==> src/rtl/complex_acc_pkg.sv <==
// Shared state encoding and default widths for the complex accumulator slice.
package complex_acc_pkg;

  localparam int unsigned DEF_IN_WIDTH  = 18;
  localparam int unsigned DEF_ACC_WIDTH = 24;
  localparam int unsigned DEF_LEN_WIDTH = 8;

  typedef enum logic [1:0] {
    ST_IDLE = 2'd0,
    ST_ACC  = 2'd1,
    ST_OUT  = 2'd2
  } state_t;

endpackage

==> src/rtl/complex_sat_add.sv <==
// One component of the accumulator: sign-extended add with clamp to ACC_WIDTH.
module complex_sat_add #(
  parameter int unsigned IN_WIDTH  = 18,
  parameter int unsigned ACC_WIDTH = 24
) (
  input  logic [ACC_WIDTH-1:0] i_acc,
  input  logic [IN_WIDTH-1:0]  i_add,
  input  logic                 i_load,
  output logic [ACC_WIDTH-1:0] o_sum,
  output logic                 o_sat
);

  localparam int unsigned EXT = ACC_WIDTH + 1 - IN_WIDTH;

  logic [ACC_WIDTH:0] w_add_ext;
  logic [ACC_WIDTH:0] w_acc_ext;
  logic [ACC_WIDTH:0] w_sum;

  assign w_add_ext = {{EXT{i_add[IN_WIDTH-1]}}, i_add};
  assign w_acc_ext = {i_acc[ACC_WIDTH-1], i_acc};
  assign w_sum     = w_acc_ext + w_add_ext;

  always_comb begin
    o_sum = w_sum[ACC_WIDTH-1:0];
    o_sat = 1'b0;
    if (i_load) begin
      o_sum = w_add_ext[ACC_WIDTH-1:0];
    end else if (w_sum[ACC_WIDTH] ^ w_sum[ACC_WIDTH-1]) begin
      // top two bits disagree: clamp towards the sign of the true result
      o_sat = 1'b1;
      o_sum = {w_sum[ACC_WIDTH], {(ACC_WIDTH-1){~w_sum[ACC_WIDTH]}}};
    end
  end

endmodule

==> src/rtl/complex_acc.sv <==
// Accumulates a programmable number of complex products and presents the
// saturated sum on a valid/ready output.
module complex_acc
  import complex_acc_pkg::*;
#(
  parameter int unsigned IN_WIDTH  = DEF_IN_WIDTH,
  parameter int unsigned ACC_WIDTH = DEF_ACC_WIDTH,
  parameter int unsigned LEN_WIDTH = DEF_LEN_WIDTH
) (
  input  logic                   clk,
  input  logic                   rstn,
  input  logic                   sw_rst,
  input  logic                   in_val,
  output logic                   in_ready,
  input  logic [2*IN_WIDTH-1:0]  in_data,
  input  logic [LEN_WIDTH-1:0]   len,
  output logic                   out_val,
  input  logic                   out_ready,
  output logic [2*ACC_WIDTH-1:0] out_data,
  output logic                   out_ovf
);

  state_t                 r_state;
  state_t                 w_state_nxt;
  logic [LEN_WIDTH-1:0]   r_len;
  logic [LEN_WIDTH-1:0]   r_cnt;
  logic [LEN_WIDTH-1:0]   w_len_eff;
  logic [LEN_WIDTH-1:0]   w_cnt_inc;
  logic [ACC_WIDTH-1:0]   r_acc_re;
  logic [ACC_WIDTH-1:0]   r_acc_im;
  logic [ACC_WIDTH-1:0]   w_sum_re;
  logic [ACC_WIDTH-1:0]   w_sum_im;
  logic                   r_ovf;
  logic                   w_sat_re;
  logic                   w_sat_im;
  logic                   w_in_beat;
  logic                   w_load;

  assign w_in_beat = in_val & in_ready;
  assign w_load    = (r_state == ST_IDLE);
  assign w_len_eff = (len == '0) ? LEN_WIDTH'(1) : len;
  assign w_cnt_inc = r_cnt + LEN_WIDTH'(1);

  complex_sat_add #(.IN_WIDTH(IN_WIDTH), .ACC_WIDTH(ACC_WIDTH)) u_sat_re (
    .i_acc  (r_acc_re),
    .i_add  (in_data[2*IN_WIDTH-1 -: IN_WIDTH]),
    .i_load (w_load),
    .o_sum  (w_sum_re),
    .o_sat  (w_sat_re)
  );

  complex_sat_add #(.IN_WIDTH(IN_WIDTH), .ACC_WIDTH(ACC_WIDTH)) u_sat_im (
    .i_acc  (r_acc_im),
    .i_add  (in_data[IN_WIDTH-1:0]),
    .i_load (w_load),
    .o_sum  (w_sum_im),
    .o_sat  (w_sat_im)
  );

  always_ff @(posedge clk or negedge rstn) begin
    if (!rstn) r_state <= ST_IDLE;
    else       r_state <= w_state_nxt;
  end

  always_comb begin
    w_state_nxt = r_state;
    in_ready    = 1'b1;
    out_val     = 1'b0;
    case (r_state)
      ST_IDLE: begin
        if (in_val) w_state_nxt = (w_len_eff == LEN_WIDTH'(1)) ? ST_OUT : ST_ACC;
      end
      ST_ACC: begin
        if (in_val && (w_cnt_inc == r_len)) w_state_nxt = ST_OUT;
      end
      ST_OUT: begin
        in_ready = 1'b0;
        out_val  = 1'b1;
        if (out_ready) w_state_nxt = ST_IDLE;
      end
      default: w_state_nxt = ST_IDLE;
    endcase
    if (sw_rst) w_state_nxt = ST_IDLE;
  end

  always_ff @(posedge clk or negedge rstn) begin
    if (!rstn) begin
      r_len    <= '0;
      r_cnt    <= '0;
      r_acc_re <= '0;
      r_acc_im <= '0;
      r_ovf    <= 1'b0;
    end else if (sw_rst) begin
      r_len    <= '0;
      r_cnt    <= '0;
      r_acc_re <= '0;
      r_acc_im <= '0;
      r_ovf    <= 1'b0;
    end else if (w_in_beat) begin
      r_acc_re <= w_sum_re;
      r_acc_im <= w_sum_im;
      if (w_load) begin
        r_len <= w_len_eff;
        r_cnt <= LEN_WIDTH'(1);
        r_ovf <= 1'b0;
      end else begin
        r_cnt <= w_cnt_inc;
        r_ovf <= r_ovf | w_sat_re | w_sat_im;
      end
    end
  end

  assign out_data = {r_acc_re, r_acc_im};
  assign out_ovf  = r_ovf;

endmodule

==> config.mk <==
export PLATFORM = sky130hd
export DESIGN_NAME = complex_acc
export DESIGN_NICKNAME = d
export VERILOG_FILES = /design/src/rtl/complex_acc_pkg.sv /design/src/rtl/complex_sat_add.sv /design/src/rtl/complex_acc.sv
export SDC_FILE = /design/constraint.sdc
export NUM_CORES = 1
export LEC_CHECK = 0
export CORE_UTILIZATION = 45
export DETAILED_ROUTE_END_ITERATION = 8
export GPL_TIMING_DRIVEN = 0
export PLACE_DENSITY = 0.72
export SLEW_MARGIN = 20
export SYNTH_ARGS = -nofsm -noshare
export SYNTH_HDL_FRONTEND = slang
export SYNTH_SLANG_ARGS = --single-unit
==> constraint.sdc <==
create_clock -name clk -period 2.7 [get_ports clk]
set_input_delay 0.405 -clock clk [delete_from_list [all_inputs] [get_ports clk]]
set_output_delay 0.405 -clock clk [all_outputs]
set_load 0.1 [all_outputs]
==> key figures, run 1 <==
Clocking
  – Clock root cell: clkbuf_16
  – H-tree Lvls: 3
  – TritonCTS clock tree: done
  – Total CTS buffers: 9
  – Clock buffer depth: 2
  – Worst-Skew Late Latency: approximately 350 ps
  – Clock sinks: 67
  – Clock Pin Slew Worst Setup and Hold Paths: roughly 70 ps

Synth
  – Mapped cell area: around 0.006 sq mm
  – EDFF count, synth: 0
  – Post-synth cell types: 62
  – Top cell type's share of synthesized area: 28.55%
  – Leading register cell type out of synthesis: dfrtp_1
  – Avg Synthesized Cell Area: 7.980 sq um
  – Number of warnings issued by yosys: 0
  – Synth Instances: 736
  – Syn Nets: between 800 and 900
  – Largest area contributor in the netlist: dfrtp_1
  – Post-synth ARST share: 100.0%
  – Yosys reg bits: between 60 and 70
  – Main area contributors after synthesis: dfrtp_1 29%, ha_1 10%, nand2_1 6.5%
  – Part of the Yosys area used for sequential elements: 28.55%

STA
  – Clock Skew: 7.577 ps
  – Final number of setup-violating endpoints: 26
  – Fmax: roughly 310 MHz
  – Worst-Margin Slew: about 1000 ps
  – RSZ-0062 raised after global routing: yes
  – Fin crit share: 118.1%
  – Slew margin rel.: about a third
  – Fin Hold WS: around 450 ps
  – Min Tclk post-route: about 3200 ps
  – Slew Limit Fails: 0
  – Setup ws final: -488.5 ps
  – Final hold violation count: 0

Critical path
  – CP max stage cell: dfrtp_4
  – CP startpoint: r_acc_re[0]
  – Critical path required time: 2940 ps
  – Critical Path Start Type: flop
  – Max Fanout on Critical Path: 5
  – CP endpoint kind: flop
  – Flop2flop setup slack: -490 ps
  – CP arrival: about 3400 ps
  – Worst r2r dst: r_acc_re[12]
  – FF-to-FF Start: r_acc_re[0]
  – Critical path cell sequence: ha_4 > fa_2 > a211oi_4 > o21ai_2 > a2111o_1 > and3_4 > o2111a_1 > a211o_1 > buf_6 > buf_8 > nor2_2 > o31ai_2
  – Crit path kind: reg -> reg
  – CP Capture Point: r_acc_re[12]
  – Critical Path Max Stage Delay: 490 ps
  – Worst r2r path cells: 12

Place
  – Detailed placement HPWL: 13250 um
  – Cell area after placement: between 0.007 and 0.008 sq mm
  – Setup Slack @ Placement: -1114 ps
  – GP Congestion: around 0.9
  – I/O Buffers: 97

Global route
  – Largest net degree at the start of global routing: 55
  – Global-route wire length before repair: 29990 um
  – Initial antenna violation count: 0
  – GR Util met1: between 30% and 40%
  – Met3 Usage GRT: just under 5%
  – Busiest grt layer: met2
  – Gr ovfl total: 0
  – Vias in the first global route: a little over 6000
  – Met2 Track Usage GR: between 40% and 50%
  – Total GRT Usage: ~29%

Routing
  – # DRC: 0
  – Detailed Route Iter0 Violations: slightly below 500
  – Vias per cell: a little over 6
  – Vias: 6384
  – Detail Route Antenna Nets: 0
  – Routed WL: between 15000 and 20000 um
  – DR WL/cell: approximately 18 um
  – Drt first pass iters: 5

Floorplanning
  – Die Span X: between 100 and 150 um
  – Core ar.: ~0.013 sq mm
  – Site Rows: between 40 and 50
  – I/O pin total: 100
  – Die Span Y: ~120 um
  – Initial Util: 46.35%
  – Die ar.: around 0.014 sq mm

Power
  – Worst VDD drop: between 0.3 and 0.4 mV
  – Pwr Density: 687.6 mW/mm^2
  – Pleak: ~3.6 nW
  – Tot Pwr: between 0.005 and 0.006 W

Layout
  – Area of the multi-input gates: 0.004742 sq mm
  – Layout cells sized above 1: 24.66%
  – Most frequent cells in the layout: 101 x nand2_1, 75 x clkdlybuf4s50_1, 56 x nor2_1, 46 x a21oi_1, 37 x buf_4
  – Ant diodes: 0
  – Post-route cell area: 0.008645 sq mm
  – P&R area growth vs syn: 47.19%
  – Fillers: 1047
  – Leading cell type in the layout, fill and taps excluded: nand2_1
  – FF/Latch Area: ~0.0018 sq mm
  – Final Net Count: 979
  – Fin util: between 60 and 70%

Run
  – Max Cap Violations: 0

Run status
  – Status: complete, but fails checks
  – Failing checks: setup timing

Worst hold path
  – HP Class: in -> async
[metrics by stage]
| step | setup TNS (ps) | std cells |
|---|---|---|
| after floorplan | -7654 | 736 |
| after global placement | -134580 | 1005 |
| after detailed placement | -45460 | 1006 |
| after CTS | -10130 | 1048 |
| after global routing | -13730 | 1056 |
| final | -10270 | 1056 |
[final cells by class]
| cell class | count | share of cell area (%) |
|---|---|---|
| Inverter | 8 | 0.3474 |
| Sequential cell | 67 | 20.60 |
| Buffer | 28 | 2.142 |
| Tap cell | 172 | 2.490 |
| Clock inverter | 7 | 0.9553 |
| Multi-Input combinational cell | 624 | 54.86 |
| Timing Repair Buffer | 141 | 16.01 |
| Clock buffer | 9 | 2.605 |
[sequential cells by signal, indices dropped and copies added, names as in the netlist]
signal	flops
r_acc_im	24
r_acc_re	24
r_cnt	8
r_len	8
r_state	2
out_ovf	1
[kinds of logic (layout without fill, tap and decap cells)]
logic type / count (synthesis) / in the layout / synth area share (%)
DFF: 67 / 67 / 28.55
buffers and inverters: 45 / 193 / 3.110
xor gates and xnor gates: 50 / 50 / 7.456
and+or+nand+nor: 270 / 270 / 21.18
muxes: 4 / 4 / 0.7243
AOI/OAI and AO/OA: 249 / 249 / 27.87
adders and majority gates: 51 / 51 / 11.12
[how the worst min path moves through the flow]
stage / endpoint / from / slack [ps] / cells after the start
CTS: r_acc_re[2] / rstn / 450 / 2
global placement: out_ovf / out_ovf / 480 / 2
floorplan: out_ovf / rstn / 110 / 0
global route: r_acc_re[2] / rstn / 480 / 2
finish: r_acc_re[1] / rstn / 450 / 2
detailed placement: r_acc_re[2] / rstn / 280 / 1
[power by group]
group,total [W],switching (W),leakage [nW],internal [W]
combinational,0.00337,0.00210,2.65,0.00128
clock,0.00127,0.000539,0.145,0.000732
sequential,0.00130,0.000137,0.818,0.00116
total,0.00594,0.00277,3.61,0.00317
[routing by layer]
metal | vias up | share of wire (%)
met4 | 0 | 2.1
met5 | - | 0
met2 | 244 | 49
li1 | 3013 | -
met1 | 3089 | 43
met3 | 38 | 6.2
[critical path: cells and delay by family, from the launching register on]
family / cells / cell delay, ps
DFF: 1 / 490
and+or+nand+nor: 2 / 290
AOI/OAI and AO/OA: 6 / 1410
buffers and inverters: 2 / 310
adders and majority gates: 2 / 580
[synthesized netlist by cell type, types with 10 or more instances]
cell	number
a21oi_1	53
o21ai_0	55
clkbuf_1	31
nand2_1	102
xnor2_1	34
a21o_1	32
o22ai_1	16
ha_1	49
o31ai_1	21
dfrtp_1	67
nor3_1	18
nand3_1	18
nor2b_1	10
and3_1	14
nor2_1	66
xor2_1	16
[what timing repair did]
| item | CTS | global route |
|---|---|---|
| gates resized for setup | 77 | 95 |
| hold buffers | 1 | 0 |
| pin swaps | 38 | 60 |
| endpoints found under the hold margin | 13 | 0 |
| endpoints found under the setup margin | 50 | 47 |
| gates cloned | 2 | 0 |
| setup buffers | 28 | 13 |
No activity file was read; power rests on OpenSTA's default activity.
==> run 2: changes to the inputs <==
REMOVE_ABC_BUFFERS = 1   (was not set)
==> key figures, run 2 (synthesized netlist as in run 1, its figures left out) <==
Run status
  – Status: complete, but fails checks
  – Failing checks: setup timing

Global route
  – Largest net degree at the start of global routing: between 40 and 50
  – Gr ovfl total: 0
  – Initial antenna violation count: 0
  – Total GRT Usage: between 20% and 30%
  – Vias in the first global route: roughly 6000
  – Global-route wire length before repair: roughly 29000 um

Clocking
  – Clock root cell: clkbuf_16
  – TritonCTS clock tree: done
  – Total CTS buffers: 9
  – Worst-Skew Late Latency: roughly 350 ps
  – Clock buffer depth: 2
  – H-tree Lvls: 3
  – Clock sinks: 67
  – Clock Pin Slew Worst Setup and Hold Paths: 60 ps

Worst hold path
  – Min-Delay Endpoint: r_acc_im[15]
  – Min-delay src: in_data[15]
  – Hold Path Depth: 3
  – HP Class: in -> reg

STA
  – Fmax: around 330 MHz
  – Final number of setup-violating endpoints: 40
  – Slew margin rel.: approximately 29%
  – Fin crit share: 112.9%
  – Final hold violation count: 0
  – Worst-Margin Slew: 1067 ps
  – Slew Limit Fails: 0
  – Clock Skew: between 6 and 7 ps
  – Setup ws final: -347.4 ps
  – RSZ-0062 raised after global routing: yes
  – Fin Hold WS: roughly 440 ps
  – Min Tclk post-route: between 3000 and 4000 ps

Routing
  – Vias: 6352
  – DR WL/cell: roughly 18 um
  – Drt first pass iters: 4
  – Detail Route Antenna Nets: 0
  – Vias per cell: slightly above 6
  – Routed WL: roughly 19000 um
  – # DRC: 0
  – Detailed Route Iter0 Violations: just under 500

Run
  – Max Cap Violations: 0

Critical path
  – CP arrival: between 3000 and 4000 ps
  – Critical Path Start Type: flop
  – Max Fanout on Critical Path: 6
  – Top Family by Delay on Critical Path: compound AO/OA/AOI/OAI gates
  – Worst r2r dst: r_acc_re[21]
  – Buf/Inv on CP: 0
  – Worst r2r path cells: 10
  – FF-to-FF Start: r_acc_re[0]
  – Crit path kind: reg -> reg
  – Critical path cell sequence: ha_4 > fa_2 > a211oi_4 > o21ai_2 > a2111o_1 > and3_4 > o2111a_2 > a211o_4 > or2_0 > a22o_1
  – Critical path required time: around 2900 ps
  – CP max stage cell: dfrtp_1
  – CP endpoint kind: flop
  – Flop2flop setup slack: -350 ps
  – Critical Path Max Stage Delay: approximately 420 ps

Layout
  – Layout cells sized above 1: 23.30%
  – Ant diodes: 0
  – Non-Filler Instances: 1052
  – Post-route cell area: between 0.008 and 0.009 sq mm
  – Final Net Count: between 900 and 1000
  – Leading cell type in the layout, fill and taps excluded: nand2_1
  – Biggest regs: r_acc_im: 24 flops, r_acc_re: 24 flops
  – P&R area growth vs syn: 48.83%
  – Fillers: 964
  – Most frequent cells in the layout: 101 x nand2_1, 69 x clkdlybuf4s50_1, 66 x dfrtp_1, 49 x buf_4, 48 x nor2_1

Power
  – Pleak: around 3.8 nW
  – Worst VDD drop: ~0.40 mV
  – Pwr Density: 679.2 mW/mm^2

Floorplanning
  – Initial Util: approximately 46%
  – Core ar.: between 0.01 and 0.015 sq mm
  – Die Span Y: 116.2 um
  – Die Span X: 116.2 um
  – I/O pin total: 100
  – Die ar.: 0.01351 sq mm
  – Site Rows: 41

Place
  – GP Congestion: 0.8724
  – Cell area after placement: between 0.007 and 0.008 sq mm
  – Detailed placement HPWL: between 10000 and 15000 um
  – DP Cell Count: between 900 and 1000
  – I/O Buffers: between 90 and 100
run 2: cell count changes in the layout (fill, tap and decap cells not counted), sizes merged:
cell	previous run	this run
a211o	3	5
buf	50	65
clkbuf	31	11
clkdlybuf4s50	75	69
clkinv	0	4
clkinvlp	2	0
dlygate4sd2	12	13
dlymetal6s2s	8	14
inv	12	8
run 2: cell type report:
cell class | count | area, sq um | share of cell area [%]
multi-input cells | 626 | 4890 | 55.94
flip-flops and latches | 67 | 1678 | 19.20
repair buffers | 164 | 1635 | 18.71
clock buffers | 10 | 239.0 | 2.734
well taps | 172 | 215.2 | 2.462
clock inverters | 5 | 53.80 | 0.6155
inverters | 8 | 30.03 | 0.3435
run 2: worst reg2reg max path, stage by stage (launching register included):
cell and delay (ps):
dfrtp_1 420, ha_4 190, fa_2 400, a211oi_4 260, o21ai_2 110, a2111o_1 400
and3_4 170, o2111a_2 280, a211o_4 320, or2_0 220, a22o_1 170
run 2: timing repair:
item	4_1_cts	5_1_grt
setup endpoints to repair	55	50
pin swaps	44	58
gates cloned	2	2
hold buffers	1	0
endpoints found under the hold margin	8	0
buffers inserted	31	26
resized for setup	118	105
run 2: per-stage QoR:
stage	TNS (ps)	setup slack [ps]	total power, W	utilization, %
after floorplan	-105350	-2269	0.003257	-
after global placement	-296150	-4531	0.003876	54.67
after detailed placement	-52430	-1422	0.003937	55.51
after CTS	-6757	-363.0	0.005523	63.65
after global routing	-10820	-417.7	0.006196	68.98
final	-7732	-347.4	0.005936	68.98
run 2: worst max-delay path by stage:
stage	from	to	depth (start not counted)
global route	r_acc_re[0]	r_acc_re[9]	11
CTS	r_acc_re[0]	r_acc_re[21]	10
floorplan	r_state[0]	r_acc_im[22]	7
finish	r_acc_re[0]	r_acc_re[21]	10
detailed placement	in_data[18]	r_acc_re[21]	11
global placement	sw_rst	r_acc_im[18]	7
run 2: power breakdown:
part           internal (W)  switching, W
clock              0.000732      0.000483
combinational       0.00134       0.00211
sequential          0.00112      0.000144
total               0.00320       0.00274
run 2: routing by layer:
layer	wire, um	global-route usage (%)
met2	9638	47.85
met1	7993	33.98
met3	919	3.373
met4	530	11.37
met5	0	0
